<file path="src/rtl/sher_seq_pkg.sv">
// Shared definitions for the SHER operand sequencer.
// Contents: default width parameters, the operand offset scaling shift and
// the sequencer state type.
// Optional feature macro: SHER_SEQ_ALIGN_CHECK_EN adds the ABORT state used
// when a misaligned (odd) frame base is detected.
package sher_seq_pkg;

    localparam int unsigned DATA_WIDTH_DEF = 16;
    localparam int unsigned ADDR_WIDTH_DEF = 16;
    localparam int unsigned NUM_SRC_DEF    = 3;
    localparam int unsigned OFF_WIDTH_DEF  = 9;

    // Word offsets become byte offsets (16-bit words).
    localparam int unsigned OFF_SHIFT = 1;

`ifdef SHER_SEQ_ALIGN_CHECK_EN
    typedef enum logic [2:0] {
        ST_IDLE,
        ST_FETCH,
        ST_EXEC,
        ST_WRITE,
        ST_DONE,
        ST_ABORT
    } seq_state_e;
`else
    typedef enum logic [2:0] {
        ST_IDLE,
        ST_FETCH,
        ST_EXEC,
        ST_WRITE,
        ST_DONE
    } seq_state_e;
`endif

endpackage

</file>
<file path="src/rtl/sher_addr_gen.sv">
// Stack-relative address generator.
// Ports:
//   base   - frame base (byte address)
//   off    - unsigned word offset, zero-extended
//   addr_c - combinational byte address base + (off << OFF_SHIFT), wraps
module sher_addr_gen
    import sher_seq_pkg::*;
#(
    parameter int unsigned ADDR_WIDTH = ADDR_WIDTH_DEF,
    parameter int unsigned OFF_WIDTH  = OFF_WIDTH_DEF
) (
    input  logic [ADDR_WIDTH-1:0] base,
    input  logic [OFF_WIDTH-1:0]  off,
    output logic [ADDR_WIDTH-1:0] addr_c
);

    // Sum is truncated to ADDR_WIDTH, giving modulo-2^ADDR_WIDTH wrap.
    assign addr_c = base + (ADDR_WIDTH'(off) << OFF_SHIFT);

endmodule

</file>
<file path="src/rtl/sher_operand_sequencer.sv">
// Multi-cycle operand sequencer: reads NUM_SRC stack-relative operands over
// one handshaked memory port, hands them to the ALU, and conditionally writes
// the ALU result back to a stack-relative destination.
// Ports:
//   CLK, reset                      - clock, synchronous active-high reset
//   start, sp, src_off, dst_off,
//   skip_cmp                        - instruction issue and its fields
//   mem_req/we/addr/wdata/rdata/ready - single-ported memory handshake
//   operands                        - captured source operands
//   alu_result, alu_cmp             - ALU response, sampled in EXEC
//   busy, done, fault               - status
// Optional feature macro: SHER_SEQ_ALIGN_CHECK_EN aborts an instruction with
// an odd frame base (fault pulse); otherwise fault is tied low.
module sher_operand_sequencer
    import sher_seq_pkg::*;
#(
    parameter int unsigned DATA_WIDTH = DATA_WIDTH_DEF,
    parameter int unsigned ADDR_WIDTH = ADDR_WIDTH_DEF,
    parameter int unsigned NUM_SRC    = NUM_SRC_DEF,
    parameter int unsigned OFF_WIDTH  = OFF_WIDTH_DEF
) (
    input  logic                          CLK,
    input  logic                          reset,
    input  logic                          start,
    input  logic [ADDR_WIDTH-1:0]         sp,
    input  logic [NUM_SRC*OFF_WIDTH-1:0]  src_off,
    input  logic [OFF_WIDTH-1:0]          dst_off,
    input  logic                          skip_cmp,
    output logic                          mem_req,
    output logic                          mem_we,
    output logic [ADDR_WIDTH-1:0]         mem_addr,
    output logic [DATA_WIDTH-1:0]         mem_wdata,
    input  logic [DATA_WIDTH-1:0]         mem_rdata,
    input  logic                          mem_ready,
    output logic [NUM_SRC*DATA_WIDTH-1:0] operands,
    input  logic [DATA_WIDTH-1:0]         alu_result,
    input  logic                          alu_cmp,
    output logic                          busy,
    output logic                          done,
    output logic                          fault
);

    localparam int unsigned IDX_W = (NUM_SRC > 1) ? $clog2(NUM_SRC) : 1;
    localparam logic [IDX_W-1:0] LAST_IDX = IDX_W'(NUM_SRC - 1);

    seq_state_e                   state;
    logic [IDX_W-1:0]             idx;
    logic [ADDR_WIDTH-1:0]        sp_q;
    logic [NUM_SRC*OFF_WIDTH-1:0] src_q;
    logic [OFF_WIDTH-1:0]         dst_q;
    logic                         skip_q;

    logic [ADDR_WIDTH-1:0]        gen_base;
    logic [OFF_WIDTH-1:0]         gen_off;
    logic [ADDR_WIDTH-1:0]        gen_addr;
    logic                         xfer;

    assign xfer = mem_req & mem_ready;

    // Address of the *next* request; mem_addr is registered from this so it
    // is valid in the first cycle of each request. In IDLE the live inputs
    // are used because the captured fields are not yet loaded.
    always_comb begin
        gen_base = sp_q;
        gen_off  = dst_q;
        if (state == ST_IDLE) begin
            gen_base = sp;
            gen_off  = src_off[0 +: OFF_WIDTH];
        end else if (state == ST_FETCH) begin
            for (int i = 0; i < int'(NUM_SRC) - 1; i++) begin
                if (idx == IDX_W'(i)) begin
                    gen_off = src_q[(i + 1) * OFF_WIDTH +: OFF_WIDTH];
                end
            end
        end
    end

    sher_addr_gen #(
        .ADDR_WIDTH (ADDR_WIDTH),
        .OFF_WIDTH  (OFF_WIDTH)
    ) u_addr_gen (
        .base   (gen_base),
        .off    (gen_off),
        .addr_c (gen_addr)
    );

    // Sequencer FSM with registered memory and status outputs.
    always_ff @(posedge CLK) begin
        if (reset) begin
            state     <= ST_IDLE;
            idx       <= '0;
            sp_q      <= '0;
            src_q     <= '0;
            dst_q     <= '0;
            skip_q    <= 1'b0;
            operands  <= '0;
            mem_req   <= 1'b0;
            mem_we    <= 1'b0;
            mem_addr  <= '0;
            mem_wdata <= '0;
            busy      <= 1'b0;
            done      <= 1'b0;
`ifdef SHER_SEQ_ALIGN_CHECK_EN
            fault     <= 1'b0;
`endif
        end else begin
            done <= 1'b0;
`ifdef SHER_SEQ_ALIGN_CHECK_EN
            fault <= 1'b0;
`endif
            case (state)
                ST_IDLE: begin
                    if (start) begin
                        sp_q   <= sp;
                        src_q  <= src_off;
                        dst_q  <= dst_off;
                        skip_q <= skip_cmp;
                        idx    <= '0;
                        busy   <= 1'b1;
`ifdef SHER_SEQ_ALIGN_CHECK_EN
                        // Offsets are word-scaled, so only an odd sp can
                        // make any address of this instruction odd.
                        if (gen_addr[0]) begin
                            state <= ST_ABORT;
                            fault <= 1'b1;
                        end else begin
                            state    <= ST_FETCH;
                            mem_req  <= 1'b1;
                            mem_we   <= 1'b0;
                            mem_addr <= gen_addr;
                        end
`else
                        state    <= ST_FETCH;
                        mem_req  <= 1'b1;
                        mem_we   <= 1'b0;
                        mem_addr <= gen_addr;
`endif
                    end
                end

                ST_FETCH: begin
                    if (xfer) begin
                        for (int i = 0; i < int'(NUM_SRC); i++) begin
                            if (idx == IDX_W'(i)) begin
                                operands[i * DATA_WIDTH +: DATA_WIDTH] <= mem_rdata;
                            end
                        end
                        if (idx == LAST_IDX) begin
                            state   <= ST_EXEC;
                            mem_req <= 1'b0;
                        end else begin
                            idx      <= idx + IDX_W'(1);
                            mem_addr <= gen_addr;
                        end
                    end
                end

                ST_EXEC: begin
                    mem_wdata <= alu_result;
                    if (skip_q | alu_cmp) begin
                        state    <= ST_WRITE;
                        mem_req  <= 1'b1;
                        mem_we   <= 1'b1;
                        mem_addr <= gen_addr;
                    end else begin
                        state <= ST_DONE;
                        done  <= 1'b1;
                    end
                end

                ST_WRITE: begin
                    if (xfer) begin
                        state   <= ST_DONE;
                        mem_req <= 1'b0;
                        mem_we  <= 1'b0;
                        done    <= 1'b1;
                    end
                end

                ST_DONE: begin
                    state <= ST_IDLE;
                    busy  <= 1'b0;
                end

`ifdef SHER_SEQ_ALIGN_CHECK_EN
                ST_ABORT: begin
                    state <= ST_IDLE;
                    busy  <= 1'b0;
                end
`endif

                default: begin
                    state   <= ST_IDLE;
                    mem_req <= 1'b0;
                    mem_we  <= 1'b0;
                    busy    <= 1'b0;
                end
            endcase
        end
    end

`ifndef SHER_SEQ_ALIGN_CHECK_EN
    assign fault = 1'b0;
`endif

endmodule

</file>
<file path="config.mk">
export PLATFORM = sky130hd
export DESIGN_NAME = sher_operand_sequencer
export DESIGN_NICKNAME = d
export VERILOG_FILES = /design/src/rtl/sher_seq_pkg.sv /design/src/rtl/sher_addr_gen.sv /design/src/rtl/sher_operand_sequencer.sv
export SDC_FILE = /design/constraint.sdc
export NUM_CORES = 1
export LEC_CHECK = 0
export ABC_AREA = 1
export CAP_MARGIN = 0
export CORE_ASPECT_RATIO = 1.25
export CORE_MARGIN = 1.5
export CORE_UTILIZATION = 35
export CTS_BUF_LIST = sky130_fd_sc_hd__clkbuf_16
export DETAILED_ROUTE_END_ITERATION = 8
export PLACE_DENSITY = 0.65
export SYNTH_ARGS = -nofsm -noshare
export SYNTH_HDL_FRONTEND = slang
export SYNTH_SLANG_ARGS = --single-unit
</file>
<file path="constraint.sdc">
create_clock -name CLK -period 5.1 [get_ports CLK]
set_input_delay 0.51 -clock CLK [delete_from_list [all_inputs] [get_ports CLK]]
set_output_delay 0.51 -clock CLK [all_outputs]
set_load 0.02 [all_outputs]
</file>
After elaboration in Yosys (flattened, before gate mapping). Index checks and enable logic that the tools add are counted.

Add/subtract/negate cells: 2. Equal/unequal tests: 12. Mux-type cells: 32. Bitwise logic cells: 5. Reduce and logical (&&, ||, !) cells: 16.

Operators with widths (count): $mux W16 (5); $pmux W16 S3 (1); $mux W9 (4); $add A16 B10 Y16 (1); $mux W3 (5); $pmux W3 S4 (1); $reduce_and A4 Y1 (3); $ne A2 B2 Y1 const B (5); $reduce_and A3 Y1 (3); $mux W1 (8); $eq A3 B2 Y1 const B (2); $mux W2 (3); $reduce_and A6 Y1 (1); $pmux W1 S5 (1); $reduce_and A5 Y1 (1); $pmux W1 S2 (2); $pmux W1 S4 (1); $pmux W2 S2 (1); $reduce_and A2 Y1 (2); $eq A3 B1 Y1 const B (1); $eq A3 B3 Y1 const B (1); $logic_not A3 Y1 (1); $not A1 Y1 (3); $reduce_bool A3 Y1 (1); 10 further kinds (10).

Register bits after elaboration: 142. Output and inout port bits: 85. Word-level logic and storage cells: 82.

Longest topological paths before layout.
Depth in word-level cells: 9. Gate-level depth with buffers: 20. Gate-level depth less buffers: 20.

Cells and area by module. A second synthesis with hierarchy kept.

Cell total of the unflattened synthesis: 889. Area total of the unflattened synthesis: 6306.0 sq um.

By module, submodules not included: sher_operand_sequencer (times used 1, cells an instance 746, area each 5576.6 sq um, seq. area each 2662.6 sq um); sher_addr_gen (times used 1, cells an instance 143, area each 729.4 sq um, seq. area each 0.0 sq um).

Worst setup path before layout. No wires, ideal clock.

Path type: reg-to-reg. Start point: reg idx[0]. End point: reg mem_addr[15]. Arrival time: 2714 ps. Data required time: 4985 ps. Path slack: 2272 ps. Stages on the path, launching flop included: 20. Buffers on the path: 1. Path through: dfxtp_1 > inv_1 > ha_1 > inv_1 > clkbuf_1 > a211oi_1 > a21oi_1 > o221ai_1 > ha_1 > fa_1 > nand3_1 > nand3_1 > nand2_1 > nand2_1 > nand2_1 > nand2_1 > nand3_1 > nand2_1 > nor2_1 > nor2_1.

Longest elaborated chain between the ends: 9. Elaborated cells on any way between the ends: 15. Classes of those cells: 1 x add/sub; 3 x eq/ne; 9 x mux; 2 x reduce/logical.

Ends and longest elaborated chain: from (decl) (line sher_operand_sequencer.sv:47) `logic [IDX_W-1:0] idx;`; from (signal assigned) (line sher_operand_sequencer.sv:152) `idx <= idx + IDX_W'(1);`; $logic_not A2 Y1 (line sher_operand_sequencer.sv:71) `if (idx == IDX_W'(i)) begin`; $mux W9 (2 in a row) (line sher_operand_sequencer.sv:71); $mux W9 (line sher_operand_sequencer.sv:69) `end else if (state == ST_FETCH) begin`; $mux W9 (line sher_operand_sequencer.sv:66) `if (state == ST_IDLE) begin`; $add A16 B10 Y16 (line sher_addr_gen.sv:18) `assign addr_c = base + (ADDR_WIDTH'(off) << OFF_SHIFT);`; $mux W16 (line sher_operand_sequencer.sv:148) `if (idx == LAST_IDX) begin`; $mux W16 (line sher_operand_sequencer.sv:142) `if (xfer) begin`; $pmux W16 S3 (line sher_operand_sequencer.sv:111) `case (state)`; to (signal assigned) (line sher_operand_sequencer.sv:136) `mem_addr <= gen_addr;`; to (signal assigned) (line sher_operand_sequencer.sv:153) `mem_addr <= gen_addr;`; to (signal assigned) (line sher_operand_sequencer.sv:164) `mem_addr <= gen_addr;`; to (decl) (line sher_operand_sequencer.sv:31) `output logic [ADDR_WIDTH-1:0] mem_addr,`.

Several ways; a longest one is shown, not always the timed one. The select of a mux whose other input is x is not followed. A chain may end at the register's enable or synchronous reset.

Final worst setup path.
Start point: reg state[0]. End point: reg mem_addr[13].

Longest elaborated chain between the ends: 7. Elaborated cells on any way between the ends: 18. Classes of those cells: 1 x add/sub; 6 x eq/ne; 8 x mux; 3 x reduce/logical.

Ends and longest elaborated chain: from (decl) (line sher_operand_sequencer.sv:46) `seq_state_e state;`; from (signal assigned) (line sher_operand_sequencer.sv:90) `state <= ST_IDLE;`; from (signal assigned) (line sher_operand_sequencer.sv:133) `state <= ST_FETCH;`; from (signal assigned) (line sher_operand_sequencer.sv:149) `state <= ST_EXEC;`; $eq A3 B1 Y1 (line sher_operand_sequencer.sv:69, sher_operand_sequencer.sv:111); $mux W9 (line sher_operand_sequencer.sv:69); $mux W9 (line sher_operand_sequencer.sv:66); $add A16 B10 Y16 (line sher_addr_gen.sv:18); $mux W16 (line sher_operand_sequencer.sv:148); $mux W16 (line sher_operand_sequencer.sv:142); $pmux W16 S3 (line sher_operand_sequencer.sv:111).

Several ways; a longest one is shown, not always the timed one. The select of a mux whose other input is x is not followed.

==> impl_metrics.tcl <==
set metrics [dict create \
    status "finished clean" \
    skew_ns 0.0101 \
    p_int_mw 2.76 \
    ir_worst_vdd_uv 236 \
    cp_data_required_time_ns 5.42 \
    gp_congestion 0.883 \
    gr-usage-met3 0.0356 \
    synth_top_area_frac 0.448 \
    syn_inst 813 \
    dieArea_um2 17800 \
    finalSetupTns_ns 0 \
    final_layout_size_suffix_gt1_frac 0.0654 \
    io-pin-count 175 \
    cp-start-kind "register" \
    clk_pin_slew_worst_paths_ns 0.06 \
    synth-adder-area-share 0.0286 \
    viasPerCell 4.76 \
    max_slew_margin 0.251 \
    reg2reg_slack_ns 1.60 \
    r2r-end "mem_addr[13]" \
    chipHeight_um 149 \
    fin_ws_ns 1.60 \
    cts-buffers-inserted 17 \
    syn_area_um2 5950 \
    grt_pass1_wl_mm 26.2 \
    drv_cap 0 \
    clock_latency_ns 0.42 \
    grt-busiest-layer "met2" \
    core-area_um2 16700 \
    hpwl_mm 11.7 \
    die-width_um 120 \
    first_pass_iters 4 \
    synth-simple-area-share 0.215 \
    switching_power_mw 1.78 \
    r2r_start "state[0]" \
    synth_top_family_by_area "simple AND/OR/NAND/NOR gates" \
    port_buffers 173 \
    drt_iter0_drc 293 \
    ant_nets 0 \
    yosys-top-cells-area "dfxtp_1, a21oi_1, o21ai_0" \
    muxShareOfSynthArea 0 \
    start_util 0.356 \
    fmax_ghz 0.286 \
    antenna_found_initial 0 \
    grt_util_met2 0.316 \
    clock_path_buffers 2 \
    tightest_slew_ns 1.12 \
    reg2reg_depth 17 \
    clkPwrFrac 0.281 \
    synth_cell_type_count 34 \
    cp_max_fo 11 \
    nets 1068 \
    post_cts_resized 0 \
    synthesis.nets 916 \
    synth_seq_area_share 0.448 \
    synth_seq_cells 133 \
    synthFlopType "dfxtp_1" \
    pre_cts_ws_ns 1.65 \
    setup_viol 0 \
    worstHoldPathType "reg -> reg" \
    crit_path_end_kind "register" \
    slew_viol_final 0 \
    drt_wl_total_mm 16.3 \
    pwr-share-seq 0.289 \
    postCtsSetupBuffers 0 \
    cts_tree "yes" \
    hold_end "operands[24]" \
    cts.htree.levels 4 \
    grt_use_total 0.187 \
    synth_enable_flop_cells 0 \
    drc 0 \
    root_buffer "clkbuf_16" \
    grt_use_met1 0.229 \
    synth_area_leader_cell "dfxtp_1" \
    yosys_warnings 0 \
    synth_compound_area_frac 0.202 \
    first_global_vias 5304 \
    min_from "operands[24]" \
    pwr-share-comb 0.430 \
    avgRoutedWirePerCell_um 13.6 \
    crit_arrival_ns 3.81 \
    syn2layout_area_growth_pct 41.0 \
    cts_hold_buf 0 \
    synth_common_cells "dfxtp_1, nand2_1, nor2_1" \
    grt_max_degree 82 \
    rsz0062_at_grt "no" \
    synth_xor_area_frac 0.00883 \
    finalHoldViolations 0 \
    fin_crit_sh 0.686 \
    swShare 0.393 \
    critical_path_class "reg -> reg" \
    synthArstFlopShare 0 \
    synth_most_common_cell "dfxtp_1" \
    leakage_nw 3.37 \
    period_needed_ns 3.50 \
    rows 53 \
    avgSynthCellArea_um2 7.32 \
    via_count 5703 \
    gr-total-overflow 0 \
    diodes 0 \
    p_per_area_nw_per_um2 541 \
    min_path_cells 2 \
    clkSinkCount 133 \
]
cell type report:
| class | count | area, µm² |
|---|---|---|
| clock buffer | 17 | 425 |
| clock inverter | 15 | 189 |
| fill | 1676 | 8320 |
| inverter | 92 | 353 |
| multi-input combinational | 542 | 2710 |
| sequential | 133 | 2660 |
| tap | 220 | 275 |
| timing repair buffer | 179 | 1780 |
power groups by stage:
stage	sequential [mW]	clock [mW]	combinational [mW]
floorplan	1.43	0	1.29
global placement	1.33	0	1.95
detailed placement	1.33	0	1.97
CTS	1.31	1.31	1.97
global route	1.33	1.35	2.19
finish	1.31	1.28	1.95
metrics by stage:
| step | instances | hold slack (ns) | power [mW] | util | area (µm²) |
|---|---|---|---|---|---|
| global route | 1198 | 0.463 | 4.87 | 0.502 | 8390 |
| floorplan | 813 | 0.425 | 2.72 | - | 5950 |
| detailed placement | 1166 | 0.436 | 3.30 | 0.465 | 7780 |
| global placement | 1166 | 0.431 | 3.28 | 0.465 | 7780 |
| finish | 1198 | 0.443 | 4.54 | 0.502 | 8390 |
| CTS | 1198 | 0.446 | 4.59 | 0.502 | 8390 |
cell families after synthesis:
kind of cell / Yosys count
flops: 133
fa+ha+maj: 13
xor+xnor: 6
other cells: 1
simple gates: 295
compound gates: 227
buf+inv: 138
layer usage:
| layer | vias up | wire length [µm] |
|---|---|---|
| li1 | 2963 | - |
| met1 | 2563 | 7170 |
| met2 | 150 | 8020 |
| met3 | 27 | 762 |
| met4 | 0 | 370 |
| met5 | - | 0 |
cell usage in the layout (no fill, tap or decap), types with 5 or more instances in the layout:
cell               n
a211oi_1          16
a21oi_1           96
buf_4              6
clkbuf_16         17
clkdlybuf4s50_1  173
dfxtp_1          133
ha_1              12
inv_1             82
inv_2              7
nand2_1          109
nand3_1           56
nor2_1           109
nor2_2             6
nor2_4             5
o21ai_0           91
o21ai_1           12
o22ai_1            5
sequential cells by signal (all words and copies together) (netlist names):
register	count
sp_q	16
mem_we	1
idx	2
mem_req	1
busy	1
state	3
mem_addr	16
mem_wdata	16
done	1
src_q	18
skip_q	1
dst_q	9
operands	48
worst max path at each step:
| stage | depth (start not counted) | to | from | slack [ns] |
|---|---|---|---|---|
| final | 17 | mem_addr[13] | state[0] | 1.60 |
| after CTS | 17 | mem_addr[13] | state[0] | 1.65 |
| after global routing | 17 | mem_addr[13] | state[0] | 1.29 |
| after detailed placement | 17 | mem_addr[13] | state[0] | 1.65 |
| after global placement | 17 | mem_addr[15] | state[0] | 1.76 |
| after floorplan | 19 | mem_addr[15] | idx[0] | 2.27 |
critical path: stages (launching register included):
cell      delay (ns)
dfxtp_1         0.40
inv_2           0.09
nor3_2          0.63
inv_2           0.17
nand2_1         0.31
o221ai_1        0.19
ha_1            0.26
fa_1            0.42
nand3_1         0.11
nand3_1         0.14
nand2_1         0.10
nand2_1         0.08
nand2_1         0.09
nand2_1         0.11
nand3_1         0.09
nand3_1         0.08
nand2_1         0.10
inv_1           0.04
No activity file was read; power rests on OpenSTA's default activity.
